<file path="src/rtl/muldiv_unit_pkg.sv">
// Shared types for the multi-cycle multiply/divide unit and its decode helpers.
package muldiv_unit_pkg;

    localparam int unsigned XLEN     = 32;
    localparam int unsigned MDU_ITER = XLEN;

    typedef logic [XLEN-1:0] dtype_t;

    typedef enum logic [4:0] {
        ALU_ADD,
        ALU_SUB,
        ALU_AND,
        ALU_OR,
        ALU_XOR,
        ALU_SLL,
        ALU_SRL,
        ALU_SRA,
        ALU_SLT,
        ALU_SLTU,
        ALU_LUI,
        ALU_MUL,
        ALU_MULH,
        ALU_MULHU,
        ALU_DIV,
        ALU_MOD,
        ALU_DIVU,
        ALU_MODU
    } alu_ctrl_e;

    typedef enum logic [1:0] {
        MDU_IDLE,
        MDU_CALC,
        MDU_DONE
    } mdu_state_e;

    // Op state captured on accept; operands live separately in the datapath.
    typedef struct packed {
        alu_ctrl_e op;
        logic      neg;       // negate the selected result half on completion
        logic      div_zero;  // divisor was zero
    } mdu_ctl_t;

    // True for ops that must be routed to the multi-cycle unit.
    function automatic logic is_muldiv(input alu_ctrl_e op);
        case (op)
            ALU_MUL, ALU_MULH, ALU_MULHU,
            ALU_DIV, ALU_MOD, ALU_DIVU, ALU_MODU: return 1'b1;
            default:                             return 1'b0;
        endcase
    endfunction

    // Ops that work on magnitudes and need a sign fixup at the end.
    function automatic logic is_signed_md(input alu_ctrl_e op);
        case (op)
            ALU_MUL, ALU_MULH, ALU_DIV, ALU_MOD: return 1'b1;
            default:                             return 1'b0;
        endcase
    endfunction

    // Ops that use the restoring-divide step rather than shift-add.
    function automatic logic is_div_op(input alu_ctrl_e op);
        case (op)
            ALU_DIV, ALU_MOD, ALU_DIVU, ALU_MODU: return 1'b1;
            default:                              return 1'b0;
        endcase
    endfunction

endpackage

</file>
<file path="src/rtl/muldiv_unit_if.sv">
// Request/response handshake bundle between the execute stage and the mul/div unit.
interface muldiv_unit_if #(
    parameter int unsigned WIDTH = 32
) ();
    import muldiv_unit_pkg::*;

    logic             flush;
    logic             in_valid;
    logic             in_ready;
    alu_ctrl_e        aluctrl;
    logic [WIDTH-1:0] src1;
    logic [WIDTH-1:0] src2;
    logic             out_valid;
    logic             out_ready;
    logic [WIDTH-1:0] result;
    logic             busy;

    modport master (
        output flush, in_valid, aluctrl, src1, src2, out_ready,
        input  in_ready, out_valid, result, busy
    );

    modport slave (
        input  flush, in_valid, aluctrl, src1, src2, out_ready,
        output in_ready, out_valid, result, busy
    );

endinterface

</file>
<file path="src/rtl/muldiv_unit_core.sv">
// One iteration of the shift-add multiply or restoring divide over a 2*WIDTH accumulator.
// Multiply: acc = {partial_hi, multiplier_remaining}; divide: acc = {remainder, quotient/dividend}.
module muldiv_unit_core #(
    parameter int unsigned WIDTH = 32
) (
    input  logic               is_div,
    input  logic [2*WIDTH-1:0] acc,
    input  logic [WIDTH-1:0]   opnd,
    output logic [2*WIDTH-1:0] acc_next_c
);

    localparam int unsigned AW = 2 * WIDTH;

    logic [WIDTH:0]   msum;
    logic [WIDTH:0]   rem_sh;
    logic             ge;
    logic [WIDTH-1:0] rem_sub;

    // Single step: add-then-shift-right for multiply, shift-left-then-trial-subtract for divide.
    always_comb begin
        msum    = {1'b0, acc[AW-1:WIDTH]} + (acc[0] ? {1'b0, opnd} : '0);
        rem_sh  = acc[AW-1:WIDTH-1];
        ge      = (rem_sh >= {1'b0, opnd});
        rem_sub = WIDTH'(rem_sh - {1'b0, opnd});
        if (is_div) begin
            acc_next_c = ge ? {rem_sub,           acc[WIDTH-2:0], 1'b1}
                            : {rem_sh[WIDTH-1:0], acc[WIDTH-2:0], 1'b0};
        end else begin
            acc_next_c = {msum, acc[WIDTH-1:1]};
        end
    end

endmodule

</file>
<file path="src/rtl/muldiv_unit.sv">
// Multi-cycle mul/div sequencer: accept, WIDTH iterations, sign fixup, hold result until taken.
module muldiv_unit
    import muldiv_unit_pkg::*;
#(
    parameter int unsigned WIDTH = MDU_ITER
) (
    input  logic          clk,
    input  logic          rst_n,
    muldiv_unit_if.slave  bus
);

    localparam int unsigned AW = 2 * WIDTH;
    localparam int unsigned CW = $clog2(WIDTH + 1);

    mdu_state_e       state_q,  state_d;
    logic [CW-1:0]    cnt_q,    cnt_d;
    logic [AW-1:0]    acc_q,    acc_d;
    logic [WIDTH-1:0] opnd_q,   opnd_d;
    mdu_ctl_t         ctl_q,    ctl_d;
    logic [WIDTH-1:0] result_q, result_d;
    logic             in_ready_q, out_valid_q, busy_q;

    logic [AW-1:0]    acc_step_c;
    logic             s1_neg_c, s2_neg_c, sgn_c;
    logic [WIDTH-1:0] abs1_c, abs2_c;
    logic [AW-1:0]    prod_c;
    logic [WIDTH-1:0] quot_c, rem_c, fix_c;

    muldiv_unit_core #(.WIDTH(WIDTH)) u_core (
        .is_div     (is_div_op(ctl_q.op)),
        .acc        (acc_q),
        .opnd       (opnd_q),
        .acc_next_c (acc_step_c)
    );

    // Magnitudes and sign bits of the incoming operands, used only on the accept edge.
    always_comb begin
        sgn_c    = is_signed_md(bus.aluctrl);
        s1_neg_c = sgn_c && bus.src1[WIDTH-1];
        s2_neg_c = sgn_c && bus.src2[WIDTH-1];
        abs1_c   = s1_neg_c ? -bus.src1 : bus.src1;
        abs2_c   = s2_neg_c ? -bus.src2 : bus.src2;
    end

    // Final result from the accumulator: negate the relevant half, then pick by op.
    // Signed overflow and mod-by-zero come out of the datapath naturally.
    always_comb begin
        prod_c = ctl_q.neg ? -acc_q             : acc_q;
        quot_c = ctl_q.neg ? -acc_q[WIDTH-1:0]  : acc_q[WIDTH-1:0];
        rem_c  = ctl_q.neg ? -acc_q[AW-1:WIDTH] : acc_q[AW-1:WIDTH];
        case (ctl_q.op)
            ALU_MUL:             fix_c = prod_c[WIDTH-1:0];
            ALU_MULH, ALU_MULHU: fix_c = prod_c[AW-1:WIDTH];
            ALU_DIV, ALU_DIVU:   fix_c = ctl_q.div_zero ? '1 : quot_c;
            ALU_MOD, ALU_MODU:   fix_c = rem_c;
            default:             fix_c = '0;
        endcase
    end

    // Next-state and datapath update; flush overrides everything.
    always_comb begin
        state_d  = state_q;
        cnt_d    = cnt_q;
        acc_d    = acc_q;
        opnd_d   = opnd_q;
        ctl_d    = ctl_q;
        result_d = result_q;
        if (bus.flush) begin
            state_d = MDU_IDLE;
            cnt_d   = '0;
        end else begin
            case (state_q)
                MDU_IDLE: begin
                    if (bus.in_valid) begin
                        state_d        = MDU_CALC;
                        cnt_d          = CW'(WIDTH);
                        acc_d          = {{WIDTH{1'b0}}, abs1_c};
                        opnd_d         = abs2_c;
                        ctl_d.op       = is_muldiv(bus.aluctrl) ? bus.aluctrl : ALU_ADD;
                        ctl_d.neg      = (bus.aluctrl == ALU_MOD) ? s1_neg_c : (s1_neg_c ^ s2_neg_c);
                        ctl_d.div_zero = (bus.src2 == '0);
                    end
                end
                MDU_CALC: begin
                    // cnt counts iterations still to run; the cycle at zero applies the fixup
                    if (cnt_q == '0) begin
                        state_d  = MDU_DONE;
                        result_d = fix_c;
                    end else begin
                        cnt_d = cnt_q - CW'(1);
                        acc_d = acc_step_c;
                    end
                end
                MDU_DONE: begin
                    if (bus.out_ready) begin
                        state_d = MDU_IDLE;
                    end
                end
                default: begin
                    state_d = MDU_IDLE;
                    cnt_d   = '0;
                end
            endcase
        end
    end

    // State, datapath and registered handshake outputs.
    always_ff @(posedge clk or negedge rst_n) begin
        if (!rst_n) begin
            state_q     <= MDU_IDLE;
            cnt_q       <= '0;
            acc_q       <= '0;
            opnd_q      <= '0;
            ctl_q       <= '0;
            result_q    <= '0;
            in_ready_q  <= 1'b1;
            out_valid_q <= 1'b0;
            busy_q      <= 1'b0;
        end else begin
            state_q     <= state_d;
            cnt_q       <= cnt_d;
            acc_q       <= acc_d;
            opnd_q      <= opnd_d;
            ctl_q       <= ctl_d;
            result_q    <= result_d;
            in_ready_q  <= (state_d == MDU_IDLE);
            out_valid_q <= (state_d == MDU_DONE);
            busy_q      <= (state_d != MDU_IDLE);
        end
    end

    assign bus.in_ready  = in_ready_q;
    assign bus.out_valid = out_valid_q;
    assign bus.busy      = busy_q;
    assign bus.result    = result_q;

endmodule
</file>
<file path="src/flat_wrapper.sv">
// flat-port wrapper written by rule: the top's interface ports become plain ports
module muldiv_unit_flat import muldiv_unit_pkg::*;
#(
    parameter int unsigned WIDTH = MDU_ITER
)
  (clk, rst_n, bus_flush, bus_in_valid, bus_aluctrl, bus_src1, bus_src2, bus_out_ready, bus_in_ready, bus_out_valid, bus_result, bus_busy);
  muldiv_unit_if #(.WIDTH(WIDTH)) bus_i ();
  input  logic clk;
  input  logic rst_n;
  input wire logic [$bits(bus_i.flush)-1:0] bus_flush;
  input wire logic [$bits(bus_i.in_valid)-1:0] bus_in_valid;
  input wire logic [$bits(bus_i.aluctrl)-1:0] bus_aluctrl;
  input wire logic [$bits(bus_i.src1)-1:0] bus_src1;
  input wire logic [$bits(bus_i.src2)-1:0] bus_src2;
  input wire logic [$bits(bus_i.out_ready)-1:0] bus_out_ready;
  output wire logic [$bits(bus_i.in_ready)-1:0] bus_in_ready;
  output wire logic [$bits(bus_i.out_valid)-1:0] bus_out_valid;
  output wire logic [$bits(bus_i.result)-1:0] bus_result;
  output wire logic [$bits(bus_i.busy)-1:0] bus_busy;
  assign bus_i.flush = bus_flush;
  assign bus_i.in_valid = bus_in_valid;
  assign bus_i.aluctrl = bus_aluctrl;
  assign bus_i.src1 = bus_src1;
  assign bus_i.src2 = bus_src2;
  assign bus_i.out_ready = bus_out_ready;
  assign bus_in_ready = bus_i.in_ready;
  assign bus_out_valid = bus_i.out_valid;
  assign bus_result = bus_i.result;
  assign bus_busy = bus_i.busy;
  muldiv_unit #(.WIDTH(WIDTH)) u_core (.clk(clk), .rst_n(rst_n), .bus(bus_i));
endmodule
</file>
<file path="config.mk">
export PLATFORM = sky130hd
export DESIGN_NAME = muldiv_unit_flat
export DESIGN_NICKNAME = d
export VERILOG_FILES = /design/src/rtl/muldiv_unit_pkg.sv /design/src/rtl/muldiv_unit_if.sv /design/src/rtl/muldiv_unit_core.sv /design/src/rtl/muldiv_unit.sv /design/src/flat_wrapper.sv
export SDC_FILE = /design/constraint.sdc
export NUM_CORES = 1
export LEC_CHECK = 0
export ABC_AREA = 0
export BUFFER_PORTS_ARGS = -buffer_cell sky130_fd_sc_hd__buf_2
export CAP_MARGIN = 40
export CORE_MARGIN = 3
export CORE_UTILIZATION = 30
export DETAILED_ROUTE_END_ITERATION = 8
export PLACE_DENSITY_LB_ADDON = 0.3
export SETUP_SLACK_MARGIN = 0.05
export SYNTH_ARGS = -nofsm -noshare
export SYNTH_HDL_FRONTEND = slang
export SYNTH_HIERARCHICAL = 1
export SYNTH_SLANG_ARGS = --single-unit
</file>
<file path="constraint.sdc">
create_clock -name clk -period 4.1 [get_ports clk]
set_input_delay 0.82 -clock clk [delete_from_list [all_inputs] [get_ports clk]]
set_output_delay 0.82 -clock clk [all_outputs]
set_load 0.02 [all_outputs]
</file>
==> qor.json <==
{
  "final.fill_count": {"value": 5127},
  "clock_latency": {"value": 0.47, "unit": "ns"},
  "vias_per_cell": {"value": 5.79},
  "core.rowCount": {"value": 80},
  "final.setup.tns": {"value": 0, "unit": "ns"},
  "p_int": {"value": 7.08, "unit": "mW"},
  "slew_viol_final": {"value": 0},
  "post_cts.repair.setup_buffers": {"value": 0},
  "drc_violation_count_after_routing": {"value": 0},
  "horizontal_die_dimension": {"value": 227, "unit": "um"},
  "worst_setup_path_end_kind": {"value": "register"},
  "hold_viol_final": {"value": 0},
  "layout-drive-gt1-share": {"value": 0.156},
  "pin_count": {"value": 109},
  "p_sw_frac": {"value": 0.541},
  "post-route-period-util": {"value": 0.893},
  "synth_top_cell_by_area": {"value": "sky130_fd_sc_hd__dfrtp_1"},
  "detailedRoute.firstIterationViolations": {"value": 1393},
  "flow.area_growth_from_synthesis": {"value": 15.2, "unit": "%"},
  "power.switching": {"value": 8.34, "unit": "mW"},
  "postSynthRegisterBits": {"value": 146},
  "timing.reg2reg.worst_path_depth": {"value": 16},
  "synth.top_cells.by_area": {"value": "sky130_fd_sc_hd__dfrtp_1 (25%), sky130_fd_sc_hd__ha_1 (5.9%), sky130_fd_sc_hd__xnor2_1 (5.6%)"},
  "status": {"value": "complete, no violations"},
  "detail_route.wl_per_cell": {"value": 21.9, "unit": "um"},
  "start_util": {"value": 0.306},
  "postSynthAreaPerCell": {"value": 7.68, "unit": "sq um"},
  "placement.io_buffers": {"value": 108},
  "ir_drop": {"value": 0.580, "unit": "mV"},
  "cts.path.max_buffers": {"value": 2},
  "area_inside_the_core_boundary": {"value": 48000, "unit": "sq um"},
  "clock_input_transition_at_the_sequential_cells_of_the_worst_setup_and_hold_paths": {"value": 0.08, "unit": "ns"},
  "synth_warnings": {"value": 6},
  "layoutNonFillerInstCount": {"value": 2646},
  "antenna_cells": {"value": 0},
  "slew_headroom": {"value": 0.401},
  "cts_hold_repair.buffers": {"value": 0},
  "clockPowerShare": {"value": 0.101},
  "placedCellCount": {"value": 2614},
  "drt_wl_total": {"value": 58.0, "unit": "mm"},
  "timing.rr.start": {"value": "u_core/opnd_q[12]"},
  "cellLeakagePower": {"value": 7.41, "unit": "nW"},
  "netlist-cell-type-count": {"value": 89},
  "synth.cell_area": {"value": 14700, "unit": "sq um"},
  "die_area": {"value": 51600, "unit": "sq um"},
  "shortest_period_the_worst_path_allows": {"value": 3.66, "unit": "ns"},
  "cts_made_buffers": {"value": 17},
  "detailedRoute.firstPassIterationCount": {"value": 6},
  "synthesis.nets": {"value": 2056},
  "postSynth.asyncResetShare": {"value": 1.00},
  "reg2reg_slack": {"value": 0.44, "unit": "ns"},
  "number_of_antenna_violations_at_the_first_check_in_global_routing": {"value": 0},
  "clock_skew": {"value": 0.0129, "unit": "ns"},
  "setup_violations": {"value": 0},
  "rr_endpoint": {"value": "u_core/acc_q[42]"},
  "grt_first_pass_wirelength": {"value": 88.1, "unit": "mm"},
  "combinationalPowerShare": {"value": 0.714},
  "clock.fmax": {"value": 0.273, "unit": "GHz"},
  "tritoncts": {"value": "yes"},
  "synth_top_flop_cell": {"value": "sky130_fd_sc_hd__dfrtp_1"},
  "cts_max_level": {"value": 4},
  "numClockSinks": {"value": 146},
  "pin_count_of_the_biggest_net_entering_global_routing": {"value": 82},
  "synth_edf_count": {"value": 0},
  "max_cap_violations": {"value": 0},
  "critPathMaxFanout": {"value": 10},
  "synthCells": {"value": 1911},
  "ff_latch_area": {"value": 3660, "unit": "sq um"},
  "timing.critical_path.required": {"value": 4.50, "unit": "ns"},
  "synth_most_common_cell": {"value": "sky130_fd_sc_hd__nand2_1"},
  "clock_tree.root_cell": {"value": "sky130_fd_sc_hd__clkbuf_16"},
  "max_slew.worst_pin.slew": {"value": 0.895, "unit": "ns"},
  "synth_top_cells_by_count": {"value": "sky130_fd_sc_hd__nand2_1 (193), sky130_fd_sc_hd__o21ai_0 (164), sky130_fd_sc_hd__dfrtp_1 (145)"},
  "grt_overflow_total": {"value": 0},
  "multiInputGateArea": {"value": 10300, "unit": "sq um"},
  "flop_pwr_share": {"value": 0.186},
  "criticalPathCategory": {"value": "register to register"},
  "dieHeight": {"value": 227, "unit": "um"},
  "ctsResizeCount": {"value": 0},
  "synth-seq-area-share": {"value": 0.249},
  "worstPathArrival": {"value": 4.06, "unit": "ns"},
  "number_of_vias_in_the_routed_layout": {"value": 15300},
  "startpoint_type": {"value": "register"},
  "via_count_of_the_first_global_routing_pass": {"value": 14500},
  "final_net_count": {"value": 2163},
  "rsz_0062_raised_after_global_routing": {"value": "false"},
  "gpl.final_weighted_congestion": {"value": 0.969},
  "track_usage": {"value": 0.221},
  "hold_path.class": {"value": "input port to async pin"},
  "netlist.area_leader.share": {"value": 0.247},
  "final_antenna_net_count": {"value": 0},
  "place.detailed.hpwl": {"value": 45.1, "unit": "mm"},
  "power_density": {"value": 912, "unit": "nW/um^2"}
}
-- metrics by stage --
step / total power, mW / setup slack (ns) / hold slack [ns] / util / cell area, sq um
4_1_cts: 15.2 / 0.433 / 0.380 / 0.352 / 16900
3_5_place_dp: 13.6 / 0.447 / 0.486 / 0.340 / 16300
6_report: 15.4 / 0.440 / 0.341 / 0.352 / 16900
2_1_floorplan: 9.91 / 0.599 / 0.451 / - / 14700
5_1_grt: 16.5 / 0.228 / 0.397 / 0.352 / 16900
3_3_place_gp: 13.5 / 0.483 / 0.461 / 0.340 / 16300
-- critical path: stages (launching register included) --
cell and delay [ns]:
sky130_fd_sc_hd__dfrtp_1 0.45, sky130_fd_sc_hd__inv_1 0.08, sky130_fd_sc_hd__ha_1 0.37, sky130_fd_sc_hd__a21o_1 0.25
sky130_fd_sc_hd__o21bai_1 0.23, sky130_fd_sc_hd__a22o_1 0.22, sky130_fd_sc_hd__nor4_1 0.43, sky130_fd_sc_hd__o21ai_1 0.26
sky130_fd_sc_hd__nand3_1 0.16, sky130_fd_sc_hd__buf_4 0.17, sky130_fd_sc_hd__nand2_1 0.08, sky130_fd_sc_hd__buf_4 0.22
sky130_fd_sc_hd__buf_4 0.19, sky130_fd_sc_hd__mux2i_1 0.12, sky130_fd_sc_hd__a21oi_1 0.17, sky130_fd_sc_hd__nand3_1 0.08
sky130_fd_sc_hd__nand2_1 0.09
-- worst max path at each step --
| stage | start | end | slack [ns] | cells after the start |
|---|---|---|---|---|
| 2_1_floorplan | u_core/acc_q[0] | u_core/acc_q[59] | 0.60 | 15 |
| 3_3_place_gp | u_core/opnd_q[12] | u_core/acc_q[45] | 0.48 | 16 |
| 3_5_place_dp | u_core/opnd_q[12] | u_core/acc_q[42] | 0.45 | 16 |
| 4_1_cts | u_core/opnd_q[12] | u_core/acc_q[44] | 0.43 | 16 |
| 5_1_grt | u_core/acc_q[0] | u_core/acc_q[62] | 0.23 | 15 |
| 6_report | u_core/opnd_q[12] | u_core/acc_q[42] | 0.44 | 16 |
-- cell type report --
type	instances	area share
clock buffer	19	0.0262
timing repair buffer	204	0.0785
multi-input combinational	1566	0.608
clock inverter	13	0.00718
sequential	146	0.216
inverter	83	0.0184
tap	615	0.0455
-- power by group through the flow --
stage,clock network [mW],logic [mW],registers (mW)
2_1_floorplan,0,7.22,2.69
6_report,1.55,11.0,2.86
4_1_cts,1.58,10.8,2.85
3_5_place_dp,0,10.7,2.87
3_3_place_gp,0,10.7,2.85
5_1_grt,1.63,11.9,2.94
-- state kept, by name, summed over array words and instances (netlist names) --
register / flops
u_core/acc_q: 64
u_core/bus.busy: 1
u_core/bus.in_ready: 1
u_core/bus.out_valid: 1
u_core/bus.result: 32
u_core/cnt_q: 6
u_core/ctl_q: 7
u_core/opnd_q: 32
u_core/state_q: 2
-- layer usage --
metal / track usage / share of wire / vias up
li1: - / - / 7278
met1: 0.310 / 0.46 / 7417
met2: 0.346 / 0.45 / 551
met3: 0.0340 / 0.061 / 80
met4: 0.0777 / 0.028 / 0
met5: 0 / 0 / -
-- cell families after synthesis --
logic type               after synthesis  share of synthesized area
adder cells (fa/ha/maj)               71                     0.0615
AND/OR/NAND/NOR                      687                      0.234
flip-flops                           146                      0.249
buffers and inverters                199                     0.0527
multiplexers                          74                     0.0534
XOR/XNOR                             147                     0.0877
AO/OA/AOI/OAI                        587                      0.261
-- layout by cell type, fill, tap and decap left out, types with 12 or more instances in the layout --
cell	count
sky130_fd_sc_hd__nand2_1	191
sky130_fd_sc_hd__o21ai_0	163
sky130_fd_sc_hd__dfrtp_1	144
sky130_fd_sc_hd__nor2_1	130
sky130_fd_sc_hd__a21oi_1	121
sky130_fd_sc_hd__buf_2	108
sky130_fd_sc_hd__xnor2_1	94
sky130_fd_sc_hd__buf_4	90
sky130_fd_sc_hd__nand3_1	87
sky130_fd_sc_hd__inv_1	81
sky130_fd_sc_hd__ha_1	69
sky130_fd_sc_hd__xor2_1	53
sky130_fd_sc_hd__nor3_1	47
sky130_fd_sc_hd__a21o_1	42
sky130_fd_sc_hd__mux2i_1	39
sky130_fd_sc_hd__and2_1	37
sky130_fd_sc_hd__mux2_2	35
sky130_fd_sc_hd__o31ai_1	30
sky130_fd_sc_hd__nor4_1	29
sky130_fd_sc_hd__or3_1	27
sky130_fd_sc_hd__a31oi_1	27
sky130_fd_sc_hd__or4_1	26
sky130_fd_sc_hd__nand4_1	23
sky130_fd_sc_hd__o41ai_1	22
sky130_fd_sc_hd__o211ai_1	20
sky130_fd_sc_hd__and3_1	18
sky130_fd_sc_hd__clkbuf_16	17
sky130_fd_sc_hd__nand2b_1	16
sky130_fd_sc_hd__o21a_1	16
sky130_fd_sc_hd__o22ai_1	15
sky130_fd_sc_hd__o31a_1	12
No activity file was read; power rests on OpenSTA's default activity.
